--- config.mk ---
export PLATFORM = sky130hd
export DESIGN_NAME = instr_mem_loadable
export DESIGN_NICKNAME = d
export VERILOG_FILES = /design/src/rtl/instr_mem_pkg.sv /design/src/rtl/instr_mem_array.sv /design/src/rtl/instr_mem_loadable.sv
export SDC_FILE = /design/constraint.sdc
export NUM_CORES = 2
export LEC_CHECK = 0
export ABC_AREA = 0
export CORE_MARGIN = 4
export CORE_UTILIZATION = 45
export DETAILED_ROUTE_END_ITERATION = 10
export PLACE_DENSITY_LB_ADDON = 0.15
export SKIP_CTS_REPAIR_TIMING = 1
export SYNTH_ARGS = -nofsm -noshare
export SYNTH_HDL_FRONTEND = slang
export SYNTH_MEMORY_MAX_BITS = 65536
export SYNTH_SLANG_ARGS = --single-unit
--- constraint.sdc ---
create_clock -name clock -period 3.33 [get_ports clock]
set_clock_uncertainty 0.1 [all_clocks]
set_input_delay 0.333 -clock clock [delete_from_list [all_inputs] [get_ports clock]]
set_output_delay 0.333 -clock clock [all_outputs]
set_load 0.03 [all_outputs]
--- src/rtl/instr_mem_pkg.sv ---
// Shared types and helpers for the loadable instruction memory.
// Optional build macro: PARITY_EN (used by instr_mem_loadable).
package instr_mem_pkg;

  // Two-state controller: stream program words in, then serve fetches.
  typedef enum logic {
    LOAD = 1'b0,
    RUN  = 1'b1
  } state_e;

  // HALT opcode placed in the top five bits of the fault word.
  localparam logic [4:0] HALT_OP = 5'd18;

  localparam int DEF_DATA_W = 32;
  localparam int DEF_ADDR_W = 10;
  localparam int DEF_DEPTH  = 141;

  // A fetch faults when the address has bits above the pointer width,
  // lies beyond the physical depth, or lies beyond the loaded program.
  function automatic logic fetch_faults(input logic [31:0] addr,
                                        input logic [31:0] count,
                                        input int          depth,
                                        input int          addr_w);
    logic        f;
    logic [31:0] d32;
    f   = 1'b0;
    d32 = 32'(depth);
    if ((addr >> addr_w) != 32'd0) f = 1'b1;
    if (addr >= d32)               f = 1'b1;
    if (addr >= count)             f = 1'b1;
    return f;
  endfunction

endpackage

--- src/rtl/instr_mem_array.sv ---
// DEPTH x MEM_W single-write, single-read synchronous RAM.
// The read register holds its value when no read is requested, and is the
// only part cleared by reset; stored words are never reset.
module instr_mem_array #(
  parameter int MEM_W = 32,
  parameter int DEPTH = 141,
  parameter int IDX_W = 8
) (
  input  logic             clock,
  input  logic             reset_n,
  input  logic             wr_en,
  input  logic [IDX_W-1:0] wr_addr,
  input  logic [MEM_W-1:0] wr_data,
  input  logic             rd_en,
  input  logic [IDX_W-1:0] rd_addr,
  output logic [MEM_W-1:0] rd_data
);

  logic [MEM_W-1:0] mem_q [DEPTH];
  logic [MEM_W-1:0] rd_data_q;
  logic [MEM_W-1:0] rd_data_d;

  // Storage write port; the caller never writes beyond DEPTH-1.
  always_ff @(posedge clock) begin
    if (wr_en) mem_q[wr_addr] <= wr_data;
  end

  // Read mux: capture a new word only on a read, otherwise hold.
  always_comb begin
    rd_data_d = rd_data_q;
    if (rd_en) rd_data_d = mem_q[rd_addr];
  end

  // Read register with asynchronous clear.
  always_ff @(posedge clock or negedge reset_n) begin
    if (!reset_n) rd_data_q <= '0;
    else          rd_data_q <= rd_data_d;
  end

  assign rd_data = rd_data_q;

endmodule

--- src/rtl/instr_mem_loadable.sv ---
// Loadable instruction memory: program words stream in over a valid/ready
// load port after reset, then the block serves range-checked fetches with
// one-cycle latency. Optional build macro: PARITY_EN adds a stored even
// parity bit per word and a parity_err output.
//
// Handshakes: a load word transfers on a rising edge where load_valid and
// load_ready are both high; a fetch transfers on a rising edge where
// fetch_req and fetch_ready are both high. Ready depends only on state, never
// on the valid/req inputs. Each accepted fetch yields exactly one
// instr_valid cycle on the following clock.
module instr_mem_loadable
  import instr_mem_pkg::*;
#(
  parameter int                 DATA_W    = DEF_DATA_W,
  parameter int                 ADDR_W    = DEF_ADDR_W,
  parameter int                 DEPTH     = DEF_DEPTH,
  parameter logic [DATA_W-1:0]  HALT_WORD = {HALT_OP, {(DATA_W-5){1'b0}}}
) (
  input  logic              clock,
  input  logic              reset_n,
  input  logic              load_valid,
  output logic              load_ready,
  input  logic [DATA_W-1:0] load_data,
  input  logic              load_last,
  input  logic              reload,
  input  logic              fetch_req,
  output logic              fetch_ready,
  input  logic [31:0]       fetch_addr,
  output logic [DATA_W-1:0] instr,
  output logic              instr_valid,
  output logic              addr_fault,
  output logic [ADDR_W:0]   loaded_count,
  output logic              run
`ifdef PARITY_EN
  ,
  output logic              parity_err
`endif
);

  localparam int CNT_W = ADDR_W + 1;
  localparam int IDX_W = (DEPTH > 1) ? $clog2(DEPTH) : 1;
`ifdef PARITY_EN
  localparam int MEM_W = DATA_W + 1;
`else
  localparam int MEM_W = DATA_W;
`endif

  state_e             state_q, state_d;
  logic [CNT_W-1:0]   loaded_count_q, loaded_count_d;
  logic               instr_valid_q, instr_valid_d;
  logic               fault_q, fault_d;

  logic               load_accept;
  logic               fetch_accept;
  logic               range_fault;
  logic [MEM_W-1:0]   wr_word;
  logic [MEM_W-1:0]   rd_word;

  assign load_accept  = load_valid & (state_q == LOAD);
  assign fetch_accept = fetch_req & (state_q == RUN);
  assign range_fault  = fetch_faults(fetch_addr, 32'(loaded_count_q), DEPTH, ADDR_W);

`ifdef PARITY_EN
  // Stored bit makes the whole word even parity.
  assign wr_word = {^load_data, load_data};
`else
  assign wr_word = load_data;
`endif

  // The write pointer is the loaded-word count; a faulted fetch skips the
  // array read so an out-of-range address never indexes storage.
  instr_mem_array #(
    .MEM_W (MEM_W),
    .DEPTH (DEPTH),
    .IDX_W (IDX_W)
  ) u_array (
    .clock   (clock),
    .reset_n (reset_n),
    .wr_en   (load_accept),
    .wr_addr (loaded_count_q[IDX_W-1:0]),
    .wr_data (wr_word),
    .rd_en   (fetch_accept & ~range_fault),
    .rd_addr (fetch_addr[IDX_W-1:0]),
    .rd_data (rd_word)
  );

  // Next-state, load pointer and state-derived handshake outputs.
  always_comb begin
    state_d        = state_q;
    loaded_count_d = loaded_count_q;
    load_ready     = 1'b0;
    fetch_ready    = 1'b0;
    run            = 1'b0;
    case (state_q)
      LOAD: begin
        load_ready = 1'b1;
        if (load_accept) begin
          loaded_count_d = loaded_count_q + CNT_W'(1);
          if (load_last || (loaded_count_q == CNT_W'(DEPTH - 1))) state_d = RUN;
        end
      end
      RUN: begin
        fetch_ready = 1'b1;
        run         = 1'b1;
        // A fetch presented alongside reload is still accepted this cycle.
        if (reload) begin
          state_d        = LOAD;
          loaded_count_d = '0;
        end
      end
      default: state_d = LOAD;
    endcase
  end

  // Fetch pipeline: valid pulses once per accept; fault flag holds with instr.
  always_comb begin
    instr_valid_d = fetch_accept;
    fault_d       = fault_q;
    if (fetch_accept) fault_d = range_fault;
  end

  // Controller and fetch-pipeline registers.
  always_ff @(posedge clock or negedge reset_n) begin
    if (!reset_n) begin
      state_q        <= LOAD;
      loaded_count_q <= '0;
      instr_valid_q  <= 1'b0;
      fault_q        <= 1'b0;
    end else begin
      state_q        <= state_d;
      loaded_count_q <= loaded_count_d;
      instr_valid_q  <= instr_valid_d;
      fault_q        <= fault_d;
    end
  end

`ifdef PARITY_EN
  logic par_bad;
  // A nonzero XOR over data plus parity means the stored word was corrupted.
  assign par_bad    = ^rd_word;
  assign instr      = (fault_q | par_bad) ? HALT_WORD : rd_word[DATA_W-1:0];
  assign parity_err = instr_valid_q & ~fault_q & par_bad;
`else
  assign instr      = fault_q ? HALT_WORD : rd_word;
`endif

  assign instr_valid  = instr_valid_q;
  assign addr_fault   = fault_q;
  assign loaded_count = loaded_count_q;

endmodule

==> flow_summary.yaml <==
synth:
  synth_cells: 7869
  synth.top_cells.by_count: "edfxtp_1, mux4_2, mux2i_1"
  synth_cell_type_count: 68
  async_flop_share: 0.0101
  yosysTopAreaCell: "edfxtp_1"
  mappedNetlistNets: 7954
  yosysMostFrequentCell: "edfxtp_1"
  synth_edf_count: 4512
  synth_area_um2: 175000
  synth-main-ff-cell: "edfxtp_1"
  postSynthAreaPerCell_um2: 22.2
  ys_ff_latch: 4558
  yosysTopAreaCellShare: 0.774
  yosysSeqAreaShare: 0.781
  netlist_top_cells_area: "edfxtp_1, mux4_2, mux2i_1"
  ys_warn_count: 0
critical_path:
  max_stage_delay_ns: 0.55
  crit_chain: "mux4_2, mux4_2, o32ai_1, buf_4, nand2_1, buf_12, o21ai_0, o31ai_1"
  crit_family: "multiplexers"
  cp.required_ns: 4.10
  worst-setup-path-type: "register to register"
  crit_path_end_kind: "register"
  cp.arrival_ns: 4.09
  cp_slowest_cell: "mux4_2"
  cp_max_fo: 1
  cp.buffers_inverters: 2
  critPathLaunchType: "register"
  path_common_cell: "mux4_2"
placed_design:
  placed_area_um2: 192000
  portBuffers: 117
  dp_hpwl_um: 340000
  place_congestion: 0.883
floorplanning:
  die_y_um: 632
  fp.dieW_um: 632
  start_util: 0.453
  die_area_um2: 399000
  coreArea_um2: 387000
  io_pins: 118
  num_rows: 228
global_routing:
  grt_max_degree: 142
  grt_pass1_vias: 90724
  overflow: 0
  grt_first_pass_wirelength_um: 770000
  track_usage: 0.281
  antenna_found_initial: 46
outcome:
  status: "completed"
cts:
  h-tree-depth: 5
  root_buffer: "clkbuf_16"
  clock_latency_ns: 1.04
  numCtsBuffers: 461
  path_clk_slew_ns: 0.06
  clk_path_buf_depth: 4
  cts_tree: "yes"
  cts.sinks: 4558
sta:
  slew_headroom: 0.134
  fin_crit_ns: 3.32
  maxSlewViolCount: 0
  layout_worst_path_cycle_share: 0.997
  rsz0062_at_grt: "true"
  finalSetupViolCount: 0
  clock.fmax_mhz: 301
  worst_pin_slew_ns: 1.30
  totalNegativeSetupSlack_ns: 0
  hold_viol_final: 0
layout:
  fin_nets: 9047
  drive_gt1_frac: 0.304
  postLayoutCellArea_um2: 207000
  nFillCells: 29508
  area_delta_synth_final_pct: 18.4
detailed_routing:
  drtPass1Iterations: 6
  ant_nets: 0
  wl_per_cell_um: 39.0
  wl_um: 568000
  drc: 0
  viasPerCell: 6.35
  detail_route.iter0.violations: 13441
  vias: 92282
job:
  maxCapViolations: 0
power:
  power_density_nw_per_um2: 587
  peakVddDrop_uv: 500
  p_leak_nw: 66.2
min_path:
  hp-class: "input port to register"
## worst paths after layout
| kind | start | end | slack [ns] | cells past startpoint |
|---|---|---|---|---|
| worst max register to register | u_array.mem_q[71][21] | u_array.rd_data[21] | 0.01 | 8 |
| max in group asynchronous | reset_n | u_array.rd_data[29] | 1.82 | 4 |
| worst min register to register | u_array.rd_data[21] | u_array.rd_data[21] | 0.38 | 2 |
| min in group asynchronous | reset_n | loaded_count[10] | 0.49 | 4 |
| worst max-delay path | u_array.mem_q[71][21] | u_array.rd_data[21] | 0.01 | 8 |
| worst min-delay path | fetch_addr[4] | u_array.rd_data[5] | 0.09 | 6 |
## cells by family after synthesis
family	synth area share
fa+ha+maj	0.00107
simple gates	0.0178
compound gates	0.0280
xor+xnor	0.000200
buf+inv	0.0144
flops	0.781
mux	0.158
## registers in the layout, indices dropped and copies added, names as in the netlist
name / flops
state_q: 1
u_array.mem_q: 4512
u_array.rd_data: 32
loaded_count: 11
instr_valid: 1
addr_fault: 1
## metrics by stage
| step | hold WS (ns) | cells | util | setup slack, ns | power (W) |
|---|---|---|---|---|---|
| finish | 0.0875 | 14537 | 0.536 | 0.0101 | 0.122 |
| global route | 0.0521 | 14523 | 0.536 | -0.0142 | 0.125 |
| CTS | -0.597 | 14482 | 0.535 | -0.203 | 0.122 |
| detailed placement | 0.376 | 13635 | 0.497 | -1.03 | 0.0725 |
| global placement | 0.369 | 13633 | 0.497 | -1.15 | 0.0723 |
| floorplan | -0.0626 | 7869 | - | -0.00169 | 0.0679 |
## worst register-to-register path, delay by kind of cell (launching register included)
family          cells  cell delay, ns
mux                 2            1.02
compound gates      3            0.67
buf+inv             2            0.61
simple gates        1            0.46
flops               1            0.37
## layout by cell type (no fill, tap or decap), drive strengths merged, types with 123 or more instances in the layout
| master | synthesis | layout |
|---|---|---|
| edfxtp | 4512 | 4512 |
| mux4 | 1063 | 1063 |
| buf | 311 | 956 |
| clkbuf | 130 | 602 |
| mux2i | 352 | 352 |
| nand2 | 256 | 256 |
| nor2 | 226 | 226 |
| clkinv | 1 | 194 |
| a22oi | 123 | 123 |
| a21oi | 123 | 123 |
## layer usage
| layer | share of wire | GRT usage | vias up | wire length, um |
|---|---|---|---|---|
| li1 | - | - | 35670 | - |
| met1 | 0.39 | 0.396 | 50298 | 222000 |
| met2 | 0.47 | 0.442 | 5297 | 268000 |
| met3 | 0.091 | 0.0501 | 1001 | 51700 |
| met4 | 0.046 | 0.105 | 16 | 25800 |
| met5 | 0.00018 | 0 | - | 102 |
## area by class of cell
class	count	area, um^2	share of cell area
Antenna cell	16	40.0	0.000193
Clock buffer	602	12400	0.0598
Clock inverter	245	2180	0.0105
Inverter	18	87.6	0.000423
Multi-Input combinational cell	2852	37000	0.179
Sequential cell	4558	137000	0.659
Tap cell	5175	6470	0.0312
Timing Repair Buffer	1071	12400	0.0597
## power breakdown
| part | internal [W] | leakage [nW] | switching, W |
|---|---|---|---|
| Combinational | 0.00279 | 17.9 | 0.00511 |
| Clock | 0.0285 | 7.10 | 0.0219 |
| Sequential | 0.0633 | 41.2 | 0.0000848 |
No activity file was read; power rests on OpenSTA's default activity.
